$ cat src/rtl/context_actag_table_pkg.sv
// Shared definitions for the acTag context table: assign_actag opcode,
// controller state encoding and the PASID base/offset mask helper.
package context_actag_table_pkg;

  localparam logic [7:0] OPC_ASSIGN_ACTAG = 8'h50;

  typedef enum logic [1:0] {
    ST_IDLE  = 2'd0,
    ST_DRAIN = 2'd1,
    ST_ISSUE = 2'd2
  } state_e;

  // Bits set in the mask come from the PASID base; cleared bits come from the context.
  function automatic logic [19:0] pasid_mask(input logic [4:0] len);
    logic [19:0] m;
    if (len > 5'd19) begin
      m = 20'h00000;
    end else begin
      m = 20'hFFFFF << len;
    end
    return m;
  endfunction

endpackage

$ cat src/rtl/context_actag_table_cnt.sv
// Per-slot outstanding-command counter: saturates at both ends and flags
// a completion that arrives while the count is already zero.
module ctx_outstanding_cnt
  import context_actag_table_pkg::*;
#(
  parameter int CNT_W = 6
) (
  input  logic clk,
  input  logic rst_n,
  input  logic inc,
  input  logic dec,
  output logic zero,
  output logic full,
  output logic underflow
);

  logic [CNT_W-1:0] count_r;
  logic             zero_s;
  logic             full_s;

  assign zero_s    = (count_r == '0);
  assign full_s    = &count_r;
  assign zero      = zero_s;
  assign full      = full_s;
  assign underflow = dec & ~inc & zero_s;

  // Outstanding count; simultaneous inc and dec cancel out.
  always_ff @(posedge clk or negedge rst_n) begin
    if (!rst_n) begin
      count_r <= '0;
    end else begin
      case ({inc, dec})
        2'b10: begin
          if (!full_s) count_r <= count_r + CNT_W'(1);
        end
        2'b01: begin
          if (!zero_s) count_r <= count_r - CNT_W'(1);
        end
        default: count_r <= count_r;
      endcase
    end
  end

endmodule

$ cat src/rtl/context_actag_table.sv
// acTag slot table: hits are granted combinationally; a miss evicts a slot,
// waits for its outstanding commands to drain and issues assign_actag.
module context_actag_table
  import context_actag_table_pkg::*;
#(
  parameter int  NUM_SLOTS = 4,
  parameter int  CTX_W     = 9,
  parameter int  CNT_W     = 6,
  localparam int SLOT_W    = (NUM_SLOTS > 1) ? $clog2(NUM_SLOTS) : 1
) (
  input  logic              clk,
  input  logic              rst_n,
  input  logic [11:0]       cfg_actag_base,
  input  logic [19:0]       cfg_pasid_base,
  input  logic [4:0]        cfg_pasid_length,
  input  logic              req_valid,
  input  logic [CTX_W-1:0]  req_ctx,
  output logic              req_ready,
  output logic [SLOT_W-1:0] req_slot,
  output logic [11:0]       req_actag,
  input  logic              cpl_valid,
  input  logic [SLOT_W-1:0] cpl_slot,
  input  logic              ctx_flush,
  output logic              tlx_cmd_valid,
  input  logic              tlx_cmd_ready,
  output logic [7:0]        tlx_cmd_opcode,
  output logic [19:0]       tlx_cmd_pasid,
  output logic [11:0]       tlx_cmd_actag,
  output logic              cnt_err
);

  state_e             state_r, state_nx_s;
  logic [NUM_SLOTS-1:0] valid_r;
  logic [CTX_W-1:0]   tag_r [NUM_SLOTS];
  logic [SLOT_W-1:0]  rr_ptr_r;
  logic               flush_pend_r;
  logic [CTX_W-1:0]   ctx_r;
  logic [SLOT_W-1:0]  victim_r;
  logic               victim_was_valid_r;
  logic               tlx_valid_r;
  logic [7:0]         tlx_opcode_r;
  logic [19:0]        tlx_pasid_r;
  logic [11:0]        tlx_actag_r;
  logic               cnt_err_r;

  logic [NUM_SLOTS-1:0] inc_s, dec_s, zero_s, full_s, underflow_s;
  logic               hit_any_s, free_any_s;
  logic [SLOT_W-1:0]  hit_idx_s, free_idx_s, victim_sel_s, rr_next_s;
  logic               flush_now_s, req_ready_s;
  logic               start_s, go_s, hs_s, flush_apply_s;
  logic [19:0]        mask_s;

  genvar g;
  generate
    for (g = 0; g < NUM_SLOTS; g++) begin : g_slot
      assign inc_s[g] = req_ready_s && (hit_idx_s == SLOT_W'(g));
      assign dec_s[g] = cpl_valid && (cpl_slot == SLOT_W'(g));
      ctx_outstanding_cnt #(.CNT_W(CNT_W)) u_cnt (
        .clk       (clk),
        .rst_n     (rst_n),
        .inc       (inc_s[g]),
        .dec       (dec_s[g]),
        .zero      (zero_s[g]),
        .full      (full_s[g]),
        .underflow (underflow_s[g])
      );
    end
  endgenerate

  // Lowest-index hit and lowest-index free slot.
  always_comb begin
    hit_any_s  = 1'b0;
    hit_idx_s  = '0;
    free_any_s = 1'b0;
    free_idx_s = '0;
    for (int i = NUM_SLOTS - 1; i >= 0; i--) begin
      if (valid_r[i] && (tag_r[i] == req_ctx)) begin
        hit_any_s = 1'b1;
        hit_idx_s = SLOT_W'(i);
      end else begin
        hit_any_s = hit_any_s;
      end
      if (!valid_r[i]) begin
        free_any_s = 1'b1;
        free_idx_s = SLOT_W'(i);
      end else begin
        free_any_s = free_any_s;
      end
    end
  end

  assign victim_sel_s = free_any_s ? free_idx_s : rr_ptr_r;
  assign rr_next_s    = (victim_r == SLOT_W'(NUM_SLOTS - 1)) ? '0 : victim_r + SLOT_W'(1);
  assign flush_now_s  = ctx_flush | flush_pend_r;
  assign mask_s       = pasid_mask(cfg_pasid_length);
  // A pending flush blocks grants so nothing is counted against a slot being invalidated.
  assign req_ready_s  = (state_r == ST_IDLE) && req_valid && hit_any_s &&
                        !full_s[hit_idx_s] && !flush_now_s;

  assign req_ready      = req_ready_s;
  assign req_slot       = hit_idx_s;
  assign req_actag      = cfg_actag_base + 12'(hit_idx_s);
  assign tlx_cmd_valid  = tlx_valid_r;
  assign tlx_cmd_opcode = tlx_opcode_r;
  assign tlx_cmd_pasid  = tlx_pasid_r;
  assign tlx_cmd_actag  = tlx_actag_r;
  assign cnt_err        = cnt_err_r;

  // Controller state register.
  always_ff @(posedge clk or negedge rst_n) begin
    if (!rst_n) state_r <= ST_IDLE;
    else        state_r <= state_nx_s;
  end

  // Next-state and one-cycle action strobes.
  always_comb begin
    state_nx_s    = state_r;
    start_s       = 1'b0;
    go_s          = 1'b0;
    hs_s          = 1'b0;
    flush_apply_s = 1'b0;
    case (state_r)
      ST_IDLE: begin
        if (flush_now_s) begin
          flush_apply_s = 1'b1;
        end else if (req_valid && !hit_any_s) begin
          start_s    = 1'b1;
          state_nx_s = ST_DRAIN;
        end else begin
          state_nx_s = ST_IDLE;
        end
      end
      ST_DRAIN: begin
        // An invalid victim may still carry stale counts; it is reused at once.
        if (!victim_was_valid_r || zero_s[victim_r]) begin
          go_s       = 1'b1;
          state_nx_s = ST_ISSUE;
        end else begin
          state_nx_s = ST_DRAIN;
        end
      end
      ST_ISSUE: begin
        if (tlx_cmd_ready) begin
          hs_s       = 1'b1;
          state_nx_s = ST_IDLE;
        end else begin
          state_nx_s = ST_ISSUE;
        end
      end
      default: state_nx_s = ST_IDLE;
    endcase
  end

  // Slot table, victim bookkeeping, assign_actag command and sticky error.
  always_ff @(posedge clk or negedge rst_n) begin
    if (!rst_n) begin
      valid_r            <= '0;
      for (int i = 0; i < NUM_SLOTS; i++) tag_r[i] <= '0;
      rr_ptr_r           <= '0;
      flush_pend_r       <= 1'b0;
      ctx_r              <= '0;
      victim_r           <= '0;
      victim_was_valid_r <= 1'b0;
      tlx_valid_r        <= 1'b0;
      tlx_opcode_r       <= 8'h00;
      tlx_pasid_r        <= 20'h00000;
      tlx_actag_r        <= 12'h000;
      cnt_err_r          <= 1'b0;
    end else begin
      if (start_s) begin
        ctx_r              <= req_ctx;
        victim_r           <= victim_sel_s;
        victim_was_valid_r <= !free_any_s;
      end
      if (go_s) begin
        tlx_valid_r  <= 1'b1;
        tlx_opcode_r <= OPC_ASSIGN_ACTAG;
        tlx_actag_r  <= cfg_actag_base + 12'(victim_r);
        tlx_pasid_r  <= (cfg_pasid_base & mask_s) | (20'(ctx_r) & ~mask_s);
      end else if (hs_s) begin
        tlx_valid_r <= 1'b0;
      end
      if (hs_s) begin
        valid_r[victim_r] <= 1'b1;
        tag_r[victim_r]   <= ctx_r;
        if (victim_was_valid_r) rr_ptr_r <= rr_next_s;
      end
      if (flush_apply_s) begin
        valid_r      <= '0;
        flush_pend_r <= 1'b0;
      end else if (ctx_flush && (state_r != ST_IDLE)) begin
        flush_pend_r <= 1'b1;
      end
      cnt_err_r <= cnt_err_r | (|underflow_s);
    end
  end

endmodule

$ cat config.mk
export PLATFORM = sky130hd
export DESIGN_NAME = context_actag_table
export DESIGN_NICKNAME = d
export VERILOG_FILES = /design/src/rtl/context_actag_table_pkg.sv /design/src/rtl/context_actag_table_cnt.sv /design/src/rtl/context_actag_table.sv
export SDC_FILE = /design/constraint.sdc
export NUM_CORES = 1
export LEC_CHECK = 0
export ABC_AREA = 0
export BUFFER_PORTS_ARGS = -buffer_cell sky130_fd_sc_hd__buf_2
export CAP_MARGIN = 5
export CORE_UTILIZATION = 57
export DETAILED_ROUTE_END_ITERATION = 6
export HOLD_SLACK_MARGIN = 0.06
export PLACE_DENSITY = 0.78
export SLEW_MARGIN = 20
export SYNTH_ARGS = -nofsm -noshare
export SYNTH_HDL_FRONTEND = slang
export SYNTH_SLANG_ARGS = --single-unit
export TNS_END_PERCENT = 30
$ cat constraint.sdc
create_clock -name clk -period 3.8 [get_ports clk]
set_input_delay 0.57 -clock clk [delete_from_list [all_inputs] [get_ports clk]]
set_output_delay 0.57 -clock clk [all_outputs]
set_load 0.005 [all_outputs]
==> key figures <==
Final layout
  – Share of layout cells above drive strength 1: between 20% and 30%
  – Non-filler instance count after layout: 946
  – Post-layout util: 70.80%
  – Layout area overhead: 20.57%
  – Number of fill cells in the layout: between 800 and 900
  – Nets: 881
  – Final instance area: 0.008119 mm2

Setup path
  – Required @ worst endpoint: between 3000 and 4000 ps
  – Worst path arrival time: 3180 ps
  – CP delay by family, top: simple AND/OR/NAND/NOR gates
  – Kind of end point of the critical path: primary output
  – CP Max Fanout: 4
  – Buf+Inv Stages, Crit Path: 3
  – Critical-path cell list: xnor2_2 -> nand4_1 -> nor4_2 -> buf_4 -> a21oi_2 -> nor2_2 -> ha_2 -> inv_2 -> fa_2 -> nor3_2 -> xor2_1 -> buf_2
  – Critical path class: flop to primary output
  – Critical Path Max Stage Delay: 430 ps
  – Crit start category: flop
  – Slowest cell on the critical path: fa_2

Global route
  – First-pass GRT wire length: 26,100 um
  – All-Layer GR Usage: between 20% and 30%
  – Met1 GRT Util: 33.59%
  – Initial antenna violation count: 1
  – Met3 Resource Use GR: 6.233%
  – Vias in the first global route: about 5,500
  – Met2 usage: 44.93%
  – Gr ovfl total: 0
  – Largest net degree at the start of global routing: 84
  – GRT Max-Usage Layer: met2

Drt
  – Via count: approximately 5,300
  – Starting DRT DRC Count: 372
  – Residual DRC: 0
  – Vias/cell: 5.630
  – First-pass DRT Iterations: 5
  – DR WL/cell: 16.67 um
  – Remaining antenna violation count after routing: 0
  – Final WL: between 15,000 and 20,000 um

Floorplanning
  – Total core area: 0.01147 mm2
  – Die Y: 110.7 um
  – Starting Density: 58.72%
  – Die extent in x: approximately 110 um
  – Ports: between 100 and 150
  – Die ar.: approximately 0.012 mm2
  – Row count: 39

Timing
  – Clock skew: approximately 9 ps
  – Worst slew margin: between 40% and 50%
  – Fin. max-slew vios: 0
  – Hold Vio Cnt, Final: 0
  – Shortest period the worst path allows: ~3700 ps
  – Setup slack after layout: 53.66 ps
  – RSZ-0062 raised after global routing: yes
  – Peak Freq: about 270 MHz
  – Final setup vio count: 0
  – Worst-Margin Slew: 756.1 ps
  – Final period utilization: a little over nine tenths

CTS
  – CTS tree: built
  – Worst-Skew Late Latency: 420 ps
  – Total CTS buffers: 17
  – H-tree depth: 4
  – CTS sink count: 116
  – CTS max path bufs: 2
  – Worst-path clk slew: 50 ps
  – Hold buffers post-CTS: 0
  – Root buffer cell: clkbuf_16

Hold path
  – Min-delay worst type: input port to asynchronous set/reset pin

Synth
  – Synth Instances: 665
  – Post-Syn Area per Cell: a little over 10 um2
  – Sequential area share after synthesis: about 43%
  – Post-synthesis cell type count: 50
  – #FFs+latches synth: 116
  – Fraction of registers with async set/reset: 100.0%
  – Netlist Area Pre-Place: 0.006734 mm2
  – Synth Flop Type: dfrtp_1
  – Post-synth EDFFs: 0
  – Yosys warning total: 0

Power and ir drop
  – Pwr/cell area: roughly 680 mW/mm2
  – Total power: 5483 uW
  – Worst ir drop on vdd: 0.0004148 V
  – Static leakage: 0.003907 uW

Placement
  – Port Buffers: 104
  – Final HPWL DP: between 10,000 and 15,000 um
  – # placed instances: 910
  – Dpl ws: -165.5 ps
  – Placed inst area: between 0.007 and 0.008 mm2
  – RD Place Congestion: 0.9560

Run status
  – Status: complete, no violations

Run
  – Max-Cap Viols: 0
==> cell usage after synthesis, drive strengths merged, types with 2 or more instances <==
cell / instances / area share, %
nor4: 6 / 0.87
buf: 16 / 1.9
fa: 6 / 1.8
or2: 5 / 0.46
a221o: 2 / 0.30
clkbuf: 14 / 0.78
o31ai: 2 / 0.22
o2111ai: 4 / 0.52
a221oi: 2 / 0.26
nor2: 58 / 3.2
a21o: 11 / 1.2
nor3: 12 / 0.89
xor2: 41 / 5.3
nor4bb: 3 / 0.45
and2: 2 / 0.20
nand2: 51 / 2.8
mux2: 54 / 9.0
or3: 3 / 0.28
nor2b: 5 / 0.50
nand2b: 7 / 0.65
nand4: 18 / 1.7
a31oi: 9 / 0.84
o21bai: 2 / 0.22
xnor2: 35 / 4.6
inv: 39 / 2.2
a21oi: 43 / 3.3
dfrtp: 116 / 43
and3: 5 / 0.46
nand3: 16 / 1.2
mux2i: 10 / 1.5
ha: 32 / 5.9
o21ai: 26 / 1.9
==> registers in the layout, summed over array words and instances (netlist names) <==
signal                count
cnt_err                   1
ctx_r                     9
flush_pend_r              1
g_slot.u_cnt.count_r     24
rr_ptr_r                  2
state_r                   2
tag_r                    36
tlx_cmd_actag            12
tlx_cmd_opcode            1
tlx_cmd_pasid            20
tlx_cmd_valid             1
valid_r                   4
victim_r                  2
victim_was_valid_r        1
==> layout make-up <==
| class | instances | area [um2] | share of cell area (%) |
|---|---|---|---|
| antenna | 1 | 2.502 | 0.03082 |
| clock buffer | 21 | 450.4 | 5.548 |
| clock inverter | 11 | 127.6 | 1.572 |
| inverter | 39 | 146.4 | 1.803 |
| multi-input combinational | 485 | 3572 | 44.00 |
| sequential | 116 | 2903 | 35.75 |
| tap | 143 | 178.9 | 2.204 |
| timing repair buffer | 130 | 738.2 | 9.092 |
==> per-stage QoR <==
| step | hold WS (ps) | TNS [ps] |
|---|---|---|
| 2_1_floorplan | 274.4 | 0 |
| 6_report | 172.6 | 0 |
| 3_3_place_gp | 470.6 | -40.09 |
| 3_5_place_dp | 476.7 | -333.9 |
| 4_1_cts | 357.3 | 0 |
| 5_1_grt | 245.1 | -250.6 |
==> placed cells by master, fill, tap and decap left out, types with 3 or more instances in the layout <==
master and instances:
or2_2 5, a31oi_1 9, inv_1 37, dfrtp_1 116, nor2b_1 4, conb_1 6, clkinvlp_4 3, ha_1 31
a21oi_1 40, mux2_2 52, clkbuf_1 3, xor2_1 41, a21o_1 11, nand4_1 18, nor4bb_1 3, or3_1 3
nor3_1 11, xnor2_1 34, nor2_1 56, nand3_1 16, o21ai_0 26, and3_1 5, clkbuf_16 17, buf_2 103
o2111ai_1 4, mux2i_1 10, buf_4 24, nand2b_1 7, nor4_2 3, nand2_1 51, fa_1 5
==> logic make-up (layout without fill, tap and decap cells) <==
group | count (synthesis) | in the layout | share of synthesized area (%)
AO/OA/AOI/OAI | 104 | 104 | 9.160
XOR/XNOR | 76 | 76 | 9.885
adder cells (fa/ha/maj) | 38 | 38 | 7.729
buffers and inverters | 69 | 201 | 4.868
flip-flops | 116 | 116 | 43.11
multiplexers | 65 | 65 | 10.85
other | 1 | 7 | 0.05569
AND/OR/NAND/NOR | 196 | 196 | 14.34
==> final timing paths <==
kind / from / endpoint / slack [ps] / cells after the start
min in group clk: cfg_pasid_base[11] / tlx_cmd_pasid[11] / 400 / 3
worst min register to register: tlx_cmd_opcode[4] / tlx_cmd_opcode[4] / 490 / 1
worst max-delay path: tag_r[22] / req_actag[8] / 50 / 12
worst min-delay path: rst_n / tlx_cmd_actag[7] / 170 / 1
max in group asynchronous: rst_n / g_slot[2].u_cnt.count_r[1] / 2850 / 2
worst max register to register: tag_r[5] / g_slot[0].u_cnt.count_r[5] / 130 / 13
==> power breakdown <==
part	switching, uW	internal [uW]	total [uW]	leakage [uW]
Sequential	465	1730	2200	0.00145
Combinational	872	861	1730	0.00219
Clock	571	984	1550	0.000274
Total	1910	3580	5480	0.00391
==> what timing repair did <==
action,CTS,global route
gates resized for setup,3,10
buffers inserted,0,3
endpoints found under the setup margin,5,6
pin swaps,1,10
==> routing by layer <==
layer  vias to the layer above  part of all wire, %
li1                       2540                    -
met1                      2597                   43
met2                       156                   50
met3                        33                  4.7
met4                         0                  2.0
met5                         -                    0
(Power assumes the default switching activity.)
